### config.mk
export PLATFORM = sky130hd
export DESIGN_NAME = pause_ram_arbiter
export DESIGN_NICKNAME = d
export VERILOG_FILES = /design/src/rtl/pause_arb_pkg.sv /design/src/rtl/pause_toggle_dim.sv /design/src/rtl/pause_ram_arbiter.sv
export SDC_FILE = /design/constraint.sdc
export NUM_CORES = 1
export LEC_CHECK = 0
export ABC_CLOCK_PERIOD_IN_PS = 6300
export BUFFER_PORTS_ARGS = -buffer_cell sky130_fd_sc_hd__buf_2
export CORE_ASPECT_RATIO = 0.75
export CORE_MARGIN = 2
export CORE_UTILIZATION = 55
export DETAILED_ROUTE_END_ITERATION = 8
export MAX_ROUTING_LAYER = met4
export PLACE_DENSITY = 0.86
export REMOVE_ABC_BUFFERS = 1
export SLEW_MARGIN = 25
export SYNTH_ARGS = -nofsm -noshare
export SYNTH_HDL_FRONTEND = slang
export SYNTH_HIERARCHICAL = 1
export SYNTH_SLANG_ARGS = --single-unit
### constraint.sdc
create_clock -name clk_sys -period 6.3 [get_ports clk_sys]
set_input_delay 1.89 -clock clk_sys [delete_from_list [all_inputs] [get_ports clk_sys]]
set_output_delay 1.89 -clock clk_sys [all_outputs]
set_load 0.05 [all_outputs]
### src/rtl/pause_arb_pkg.sv
// Shared types and default timing for the pause / high-score RAM arbiter.
package pause_arb_pkg;

    localparam int unsigned DEF_AW          = 12;
    localparam int unsigned DEF_SETTLE      = 16;
    localparam int unsigned DEF_VBL_TIMEOUT = 800000;
    localparam int unsigned DEF_HOLD        = 8;
    localparam int unsigned DEF_DIM_CYCLES  = 300000000;
    localparam int unsigned CNT_W           = 32;

    typedef enum logic [2:0] {
        ST_IDLE,
        ST_WAIT_VBL,
        ST_SETTLE,
        ST_GRANT,
        ST_RELEASE
    } arb_state_e;

    // Saturating increment shared by all cycle counters.
    function automatic logic [CNT_W-1:0] sat_inc(input logic [CNT_W-1:0] v);
        return (v == '1) ? v : v + CNT_W'(1);
    endfunction

endpackage

### src/rtl/pause_toggle_dim.sv
// User pause button: rising-edge toggle plus optional long-pause dimming.
// Dimming is built only when PAUSE_DIM_EN is defined.
module pause_toggle_dim
    import pause_arb_pkg::*;
#(
    parameter int unsigned DIM_CYCLES = DEF_DIM_CYCLES
) (
    input  logic clk,
    input  logic rst_n,
    input  logic btn_i,
    output logic pause_toggle_o,
    output logic dim_video_o
);

    logic btn_q;
    logic toggle_q, toggle_d;

    always_comb begin
        toggle_d = toggle_q;
        if (btn_i && !btn_q) toggle_d = !toggle_q;
    end

    always_ff @(posedge clk or negedge rst_n) begin
        if (!rst_n) begin
            btn_q    <= 1'b0;
            toggle_q <= 1'b0;
        end else begin
            btn_q    <= btn_i;
            toggle_q <= toggle_d;
        end
    end

    assign pause_toggle_o = toggle_q;

`ifdef PAUSE_DIM_EN
    logic [CNT_W-1:0] dim_cnt_q, dim_cnt_d;
    logic             dim_q, dim_d;

    // Only the user toggle counts toward dimming; clearing it resets the count.
    always_comb begin
        dim_cnt_d = '0;
        if (toggle_q) begin
            dim_cnt_d = (dim_cnt_q == CNT_W'(DIM_CYCLES)) ? dim_cnt_q : dim_cnt_q + CNT_W'(1);
        end
        dim_d = (dim_cnt_d == CNT_W'(DIM_CYCLES));
    end

    always_ff @(posedge clk or negedge rst_n) begin
        if (!rst_n) begin
            dim_cnt_q <= '0;
            dim_q     <= 1'b0;
        end else begin
            dim_cnt_q <= dim_cnt_d;
            dim_q     <= dim_d;
        end
    end

    assign dim_video_o = dim_q;
`else
    logic unused_dim;
    assign unused_dim  = ^CNT_W'(DIM_CYCLES);
    assign dim_video_o = 1'b0;
`endif

endmodule

### src/rtl/pause_ram_arbiter.sv
// Core pause sequencing and high-score work-RAM arbitration (clk_sys domain).
// Optional dimming of a long user pause is enabled by defining PAUSE_DIM_EN.
module pause_ram_arbiter
    import pause_arb_pkg::*;
#(
    parameter int unsigned AW          = DEF_AW,
    parameter int unsigned SETTLE      = DEF_SETTLE,
    parameter int unsigned VBL_TIMEOUT = DEF_VBL_TIMEOUT,
    parameter int unsigned HOLD        = DEF_HOLD,
    parameter int unsigned DIM_CYCLES  = DEF_DIM_CYCLES
) (
    input  logic          clk_sys,
    input  logic          reset_n,
    input  logic          btn_pause,
    input  logic          osd_open,
    input  logic          osd_pause_en,
    input  logic          vblank,
    input  logic          hs_req,
    input  logic [AW-1:0] hs_addr,
    input  logic [7:0]    hs_wdata,
    input  logic          hs_we,
    output logic          hs_gnt,
    input  logic [AW-1:0] cpu_addr,
    input  logic [7:0]    cpu_wdata,
    input  logic          cpu_we,
    output logic [AW-1:0] ram_addr,
    output logic [7:0]    ram_wdata,
    output logic          ram_we,
    output logic          pause,
    output logic          dim_video
);

    arb_state_e       state_q, state_d;
    logic [CNT_W-1:0] cnt_q, cnt_d;
    logic             vbl_q;
    logic             gnt_q, gnt_d;
    logic             pause_q, pause_d;
    logic             pause_toggle;
    logic             vbl_rise;
    logic             hs_pause;

    pause_toggle_dim #(
        .DIM_CYCLES(DIM_CYCLES)
    ) u_toggle_dim (
        .clk           (clk_sys),
        .rst_n         (reset_n),
        .btn_i         (btn_pause),
        .pause_toggle_o(pause_toggle),
        .dim_video_o   (dim_video)
    );

    // A level already high on entry never counts; only a fresh edge opens the window.
    assign vbl_rise = vblank && !vbl_q;
    assign hs_pause = (state_q != ST_IDLE);

    always_comb begin
        state_d = state_q;
        cnt_d   = sat_inc(cnt_q);
        unique case (state_q)
            ST_IDLE: begin
                cnt_d = '0;
                if (hs_req) state_d = ST_WAIT_VBL;
            end
            ST_WAIT_VBL: begin
                if (!hs_req) begin
                    state_d = ST_RELEASE;
                    cnt_d   = '0;
                end else if (vbl_rise || (cnt_q >= CNT_W'(VBL_TIMEOUT - 1))) begin
                    state_d = ST_SETTLE;
                    cnt_d   = '0;
                end
            end
            ST_SETTLE: begin
                if (!hs_req) begin
                    state_d = ST_RELEASE;
                    cnt_d   = '0;
                end else if (cnt_q >= CNT_W'(SETTLE - 1)) begin
                    state_d = ST_GRANT;
                    cnt_d   = '0;
                end
            end
            ST_GRANT: begin
                cnt_d = '0;
                if (!hs_req) state_d = ST_RELEASE;
            end
            ST_RELEASE: begin
                if (cnt_q >= CNT_W'(HOLD - 1)) begin
                    state_d = ST_IDLE;
                    cnt_d   = '0;
                end
            end
            default: begin
                state_d = ST_IDLE;
                cnt_d   = '0;
            end
        endcase
        gnt_d   = (state_d == ST_GRANT);
        pause_d = hs_pause || pause_toggle || (osd_open && osd_pause_en);
    end

    always_ff @(posedge clk_sys or negedge reset_n) begin
        if (!reset_n) begin
            state_q <= ST_IDLE;
            cnt_q   <= '0;
            vbl_q   <= 1'b0;
            gnt_q   <= 1'b0;
            pause_q <= 1'b0;
        end else begin
            state_q <= state_d;
            cnt_q   <= cnt_d;
            vbl_q   <= vblank;
            gnt_q   <= gnt_d;
            pause_q <= pause_d;
        end
    end

    // CPU writes are dropped while granted: the core is paused so none are pending.
    assign ram_addr  = gnt_q ? hs_addr  : cpu_addr;
    assign ram_wdata = gnt_q ? hs_wdata : cpu_wdata;
    assign ram_we    = gnt_q ? hs_we    : cpu_we;

    assign hs_gnt = gnt_q;
    assign pause  = pause_q;

endmodule
==> results of run 1 <==
how the worst min path moves through the flow:
stage | end | slack, ns | cells after the start
floorplan | u_toggle_dim/pause_toggle_o | 0.48 | 1
global placement | u_toggle_dim/pause_toggle_o | 0.49 | 1
detailed placement | u_toggle_dim/pause_toggle_o | 0.50 | 1
CTS | u_toggle_dim/pause_toggle_o | 0.51 | 1
global route | u_toggle_dim/pause_toggle_o | 0.53 | 1
finish | u_toggle_dim/pause_toggle_o | 0.50 | 1
stage by stage:
stage / utilization, % / cells / area [um2] / total power, mW
after floorplan: - / 219 / 2250 / 0.380
after global placement: 67.3 / 345 / 2680 / 0.417
after detailed placement: 67.3 / 345 / 2680 / 0.422
after CTS: 69.7 / 353 / 2770 / 0.600
after global routing: 69.8 / 353 / 2780 / 0.629
final: 69.8 / 353 / 2780 / 0.596
power groups by stage:
stage / logic (mW) / clock network [mW] / registers [mW]
after floorplan: 0.0882 / 0 / 0.292
after global placement: 0.131 / 0 / 0.286
after detailed placement: 0.134 / 0 / 0.288
after CTS: 0.135 / 0.183 / 0.282
after global routing: 0.144 / 0.201 / 0.284
final: 0.134 / 0.179 / 0.282
area by class of cell:
class	instances	area, um2	area share [%]
multi-input combinational	174	1240	44.5
sequential	40	1000	36.0
clock buffer	6	82.6	2.97
timing repair buffer	71	355	12.8
clock inverter	2	15.0	0.540
tap	55	68.8	2.48
inverter	5	18.8	0.675
state kept, by name (all words and copies together) (netlist names):
| signal | count |
|---|---|
| cnt_q | 32 |
| hs_gnt | 1 |
| pause | 1 |
| state_q | 3 |
| u_toggle_dim/btn_q | 1 |
| u_toggle_dim/pause_toggle_o | 1 |
| vbl_q | 1 |
synthesized netlist by cell type (all sizes together) (2+ instances only):
master / number
xnor2: 9
nor4: 12
o21ai: 4
a31oi: 2
a211oi: 6
nand2b: 2
or4: 3
clkbuf: 4
a21oi: 5
dfrtp: 40
nor3: 15
buf: 4
nor2: 15
o21a: 2
a2111oi: 2
nor2b: 2
a41oi: 2
conb: 2
nand2: 14
nand3: 7
nand4: 12
inv: 5
mux2: 21
and3: 4
or3: 6
per-layer routing:
layer | share of wire, % | vias to the layer above | global-route usage, %
li1 | - | 975 | -
met1 | 45 | 991 | 36.2
met2 | 48 | 67 | 42.0
met3 | 5.6 | 7 | 7.32
met4 | 0.76 | 0 | 5.87
met5 | 0 | - | -
logic make-up after synthesis:
kind of cell	Yosys count
buf+inv	13
other cells	2
flops	40
mux	22
compound gates	32
simple gates	96
fa+ha+maj	1
xor+xnor	10
worst register-to-register path: cells and delay by family, from the launching register on:
kind / cells / cell delay, ns
flops: 1 / 0.44
simple gates: 3 / 0.79
compound gates: 2 / 1.09
fa+ha+maj: 1 / 0.26
==> impl_results.md, run 1 <==
- Post-synth cell types: 51
- CTS tree: yes
- CP Launch Type: input port
- CTS clk-pin slew, worst paths: 0.08 ns
- P per Cell Area: 214 nW/um2
- RR Endpoint: cnt_q[16]
- Total Nets Final: 347
- Post-DRT Antenna Nets: 0
- Synth warn: 6
- Final WS setup: 1.94 ns
- DRC Markers: 0
- Number of flops mapped to enable cells by yosys: 0
- Final setup viols: 0
- Share of the synthesized area in the top cell type: 44.5%
- Post-Syn Instances: 216
- Vias: 2040
- Fill cell total of the finished layout: 319
- Synth Area in Compound Gates: 11.7%
- Max_slew headroom: 38.5%
- Die ar.: 4620 um2
- Post-cts hold buffer count: 0
- Die Y: 59.4 um
- Crit-path max cell delay: 0.27 ns
- Flop pwr share: 47.4%
- Post_cts resized: 0
- Hold WS: 0.501 ns
- Routed WL: 5390 um
- Post-synthesis sequential area ratio: 44.5%
- Place WS: 1.94 ns
- Buf+Inv Stages, Crit Path: 2
- Sw Share: 32.5%
- FMAX: 229 MHz
- Hold path start: u_toggle_dim/pause_toggle_o
- Clock skew: 0.00601 ns
- Commonest cells after routing, fill and taps aside: buf_2, dfrtp_1, mux2_2
- Cts bufs inserted: 5
- CP delay by family, top: buffers and inverters
- Kind of critical path: input port to output port
- MaxCap Viol Count: 0
- Worst Tran Pin Value: 0.922 ns
- Prevailing post-synth register cell: dfrtp_1
- Router iterations before antenna repair: 4
- Slew Limit Fails: 0
- Final GP Congestion: 0.897
- Number of port buffers: 71
- Net Switching: 0.194 mW
- DR WL/cell: 15.3 um
- Most area-consuming cells after synthesis: dfrtp_1, mux2_2, nand4_1
- Hold Path Class: flip-flop to flip-flop
- Worst path depth: 3
- Postcts setup bufs: 0
- Leakage power: 1.18 nW
- P_int: 0.402 mW
- Total Routing Usage GR: 27.1%
- Register-to-register setup slack: 3.54 ns
- Maximum number of pins on one net before global-route repair: 41
- Insertion delay of the later-clocked pin in the worst-skew pair: 0.30 ns
- Crit path arrival time: 2.47 ns
- H-tree depth: 2
- Worst reg2reg path depth: 6
- Layout cell share with drive strength beyond 1: 37.9%
- Yosys top cell by area: dfrtp_1
- Clk sinks: 40
- Worst setup path startpoint: cpu_addr[3]
- Syn_area_per_cell: 10.4 um2
- N_diodes: 0
- CP most frequent cell: buf_2
- Clk root buf: clkbuf_8
- CP Data Required Time: 4.41 ns
- Rows: 20
- Largest family of logic cells by synthesized area: simple AND/OR/NAND/NOR gates
- Comb power frac: 22.6%
- RSZ-0062 raised after global routing: false
- Peak VDD IR: 0.153 mV
- Setup tns final: 0 ns
- Vias in the first global route: 1989
- Max Root-Sink Buffers: 2
- Post-Synth Adder-Cell Area: 0.556%
- Starting Density: 56.5%
- Critical Path End Type: output port
- Area of the core: 3980 um2
- Netlist Area Pre-Place: 2250 um2
- Mux cell area share after synthesis: 11.0%
- Vias per cell: 5.78
- Min cycle time layout: 4.36 ns
- Die W: 77.9 um
- I/O pin cnt: 73
- Commonest non-fill, non-tap cell in the layout: buf_2
- Number of synthesized register bits: 40
- Async SR Flop Fraction: 100%
- Hpwl dp: 4120 um
- CP cell instances: buf_2 > mux2_2 > buf_2
- Clock power frac: 30.0%
- CP Max Fanout: 1
- Period Utilization, post-route: 69.3%
- Status: finished, final reports clean
- Hold Fails Final Rpt: 0
- Slowest-stage cell, CP: mux2_2
- Iter 0 DRT Violations: 189
- Overflow after GRT: 0
- Worst r2r src: cnt_q[0]
- First-pass GRT wire length: 9230 um
- Synth Area in Simple Gates: 25.1%
- XOR/XNOR Fraction of Synth Area: 4.23%
- Initial antenna violation count: 0
- Layout area overhead: 23.5%
- CP endpoint: ram_addr[3]
(Power assumes the default switching activity.)
==> run 2: changes to the inputs <==
--- a/config.mk
+++ b/config.mk
@@ -5,14 +5,14 @@
 export SDC_FILE = /design/constraint.sdc
 export NUM_CORES = 1
 export LEC_CHECK = 0
-export ABC_CLOCK_PERIOD_IN_PS = 6300
+export ABC_CLOCK_PERIOD_IN_PS = 4000
 export BUFFER_PORTS_ARGS = -buffer_cell sky130_fd_sc_hd__buf_2
 export CORE_ASPECT_RATIO = 0.75
 export CORE_MARGIN = 2
-export CORE_UTILIZATION = 55
+export CORE_UTILIZATION = 46
 export DETAILED_ROUTE_END_ITERATION = 8
 export MAX_ROUTING_LAYER = met4
-export PLACE_DENSITY = 0.86
+export PLACE_DENSITY = 0.76
 export REMOVE_ABC_BUFFERS = 1
 export SLEW_MARGIN = 25
 export SYNTH_ARGS = -nofsm -noshare
==> constraint.sdc (replaced) <==
create_clock -name clk_sys -period 4 [get_ports clk_sys]
set_input_delay 1.2 -clock clk_sys [delete_from_list [all_inputs] [get_ports clk_sys]]
set_output_delay 1.2 -clock clk_sys [all_outputs]
set_load 0.05 [all_outputs]
==> run 2 against run 1 <==
Against the previous run: cell count increased by 2.0%; sequential cell count unchanged; design area increased by 1.3%; largest power group unchanged.
==> impl_results.md, run 2 (synthesized netlist as in run 1, its figures left out) <==
- Vias in the first global route: 1994
- Post-cts hold buffer count: 0
- CP Data Required Time: 2.80 ns
- Post-DRT Antenna Nets: 0
- DRC Markers: 0
- GR met2 Demand/Resource: 33.3%
- Layout cell share with drive strength beyond 1: 38.0%
- Min cycle time layout: 2.99 ns
- CTS clk-pin slew, worst paths: 0.08 ns
- Postcts setup bufs: 0
- Die W: 84.8 um
- Slowest-stage cell, CP: dfrtp_1
- GR Util met3: 5.86%
- CP cell instances: mux2_2 > buf_2
- Routed WL: 5220 um
- Slew Limit Fails: 0
- Hold WS: 0.520 ns
- CP Max Fanout: 22
- DR WL/cell: 14.5 um
- Maximum number of pins on one net before global-route repair: 41
- Crit-path max cell delay: 0.86 ns
- Top reg by flops: cnt_q
- Clock skew: 0.00733 ns
- Max Root-Sink Buffers: 2
- I/O pin cnt: 73
- RSZ-0062 raised after global routing: false
- Iter 0 DRT Violations: 105
- CTS tree: yes
- Max_slew headroom: 42.7%
- Leakage power: 1.21 nW
- Worst Tran Pin Value: 0.859 ns
- CP Launch Type: flip-flop
- FMAX: 335 MHz
- Number of flip-flops in the largest register: 32
- Busiest grt layer: met2
- Hold Fails Final Rpt: 0
- Vias: 2001
- Top flop regs: cnt_q (32), state_q (3)
- MaxCap Viol Count: 0
- Initial antenna violation count: 0
- Met1 Usage GRT: 28.4%
- Peak VDD IR: 0.307 mV
- Rows: 22
- H-tree depth: 2
- Final Core Density: 58.8%
- Clk sinks: 40
- Final setup viols: 0
- Die Y: 64.6 um
- Clk root buf: clkbuf_8
- Total Nets Final: 349
- Vias per cell: 5.56
- Final GP Congestion: 0.899
- N_diodes: 0
- Period Utilization, post-route: 74.7%
- Status: finished, final reports clean
- Layout area overhead: 25.1%
- Crit path arrival time: 1.79 ns
- Number of port buffers: 71
- Post_cts resized: 0
- Total Routing Usage GR: 21.7%
- Critical Path End Type: output port
- Starting Density: 47.0%
- Insertion delay of the later-clocked pin in the worst-skew pair: 0.30 ns
- Area of the core: 4790 um2
- Cts bufs inserted: 5
- Commonest cells after routing, fill and taps aside: buf_2, dfrtp_1, mux2_2
- Commonest non-fill, non-tap cell in the layout: buf_2
- Register-to-register setup slack: 1.70 ns
- First-pass GRT wire length: 9090 um
- Router iterations before antenna repair: 4
- Hold Path Class: flip-flop to flip-flop
- P per Cell Area: 354 nW/um2
- Die ar.: 5470 um2
- Hpwl dp: 3860 um
- Setup tns final: 0 ns
- Overflow after GRT: 0
- Kind of critical path: flip-flop to output port
==> run 2: per-stage QoR <==
stage | area [um2] | total power [mW] | instances | setup slack (ns)
after floorplan | 2250 | 0.599 | 219 | 1.23
after global placement | 2700 | 0.660 | 352 | 1.04
after detailed placement | 2700 | 0.665 | 352 | 1.03
after CTS | 2810 | 1.01 | 360 | 0.995
after global routing | 2810 | 1.04 | 360 | 0.910
final | 2810 | 0.995 | 360 | 1.01
==> run 2: per-layer routing <==
| metal | vias up | wire [um] |
|---|---|---|
| li1 | 972 | - |
| met1 | 951 | 2320 |
| met2 | 73 | 2460 |
| met3 | 5 | 382 |
| met4 | 0 | 61 |
| met5 | - | 0 |
==> run 2: cell type report <==
| type | instances | area, um2 |
|---|---|---|
| clock inverter | 3 | 47.5 |
| inverter | 5 | 18.8 |
| multi-input combinational | 174 | 1230 |
| fill | 430 | 1980 |
| tap | 60 | 75.1 |
| clock buffer | 5 | 68.8 |
| timing repair buffer | 73 | 370 |
| sequential | 40 | 1000 |
==> run 2: report_power, final <==
| group | switching, mW | internal (mW) |
|---|---|---|
| clock | 0.151 | 0.188 |
| combinational | 0.139 | 0.0722 |
| sequential | 0.0203 | 0.424 |
==> run 2: worst paths after layout <==
path / startpoint / cells after the start / endpoint
worst max-delay path: hs_gnt / 2 / ram_we
worst min-delay path: u_toggle_dim/pause_toggle_o / 1 / u_toggle_dim/pause_toggle_o
worst max register to register: cnt_q[0] / 6 / cnt_q[13]
worst min register to register: u_toggle_dim/pause_toggle_o / 1 / u_toggle_dim/pause_toggle_o
max in group asynchronous: reset_n / 1 / cnt_q[4]
min in group asynchronous: reset_n / 1 / cnt_q[0]
==> run 2: worst max-delay path: cells and delay by family (launching register included) <==
| family | cells | cell delay [ns] |
|---|---|---|
| flip-flops | 1 | 0.86 |
| multiplexers | 1 | 0.41 |
| buffers and inverters | 1 | 0.21 |
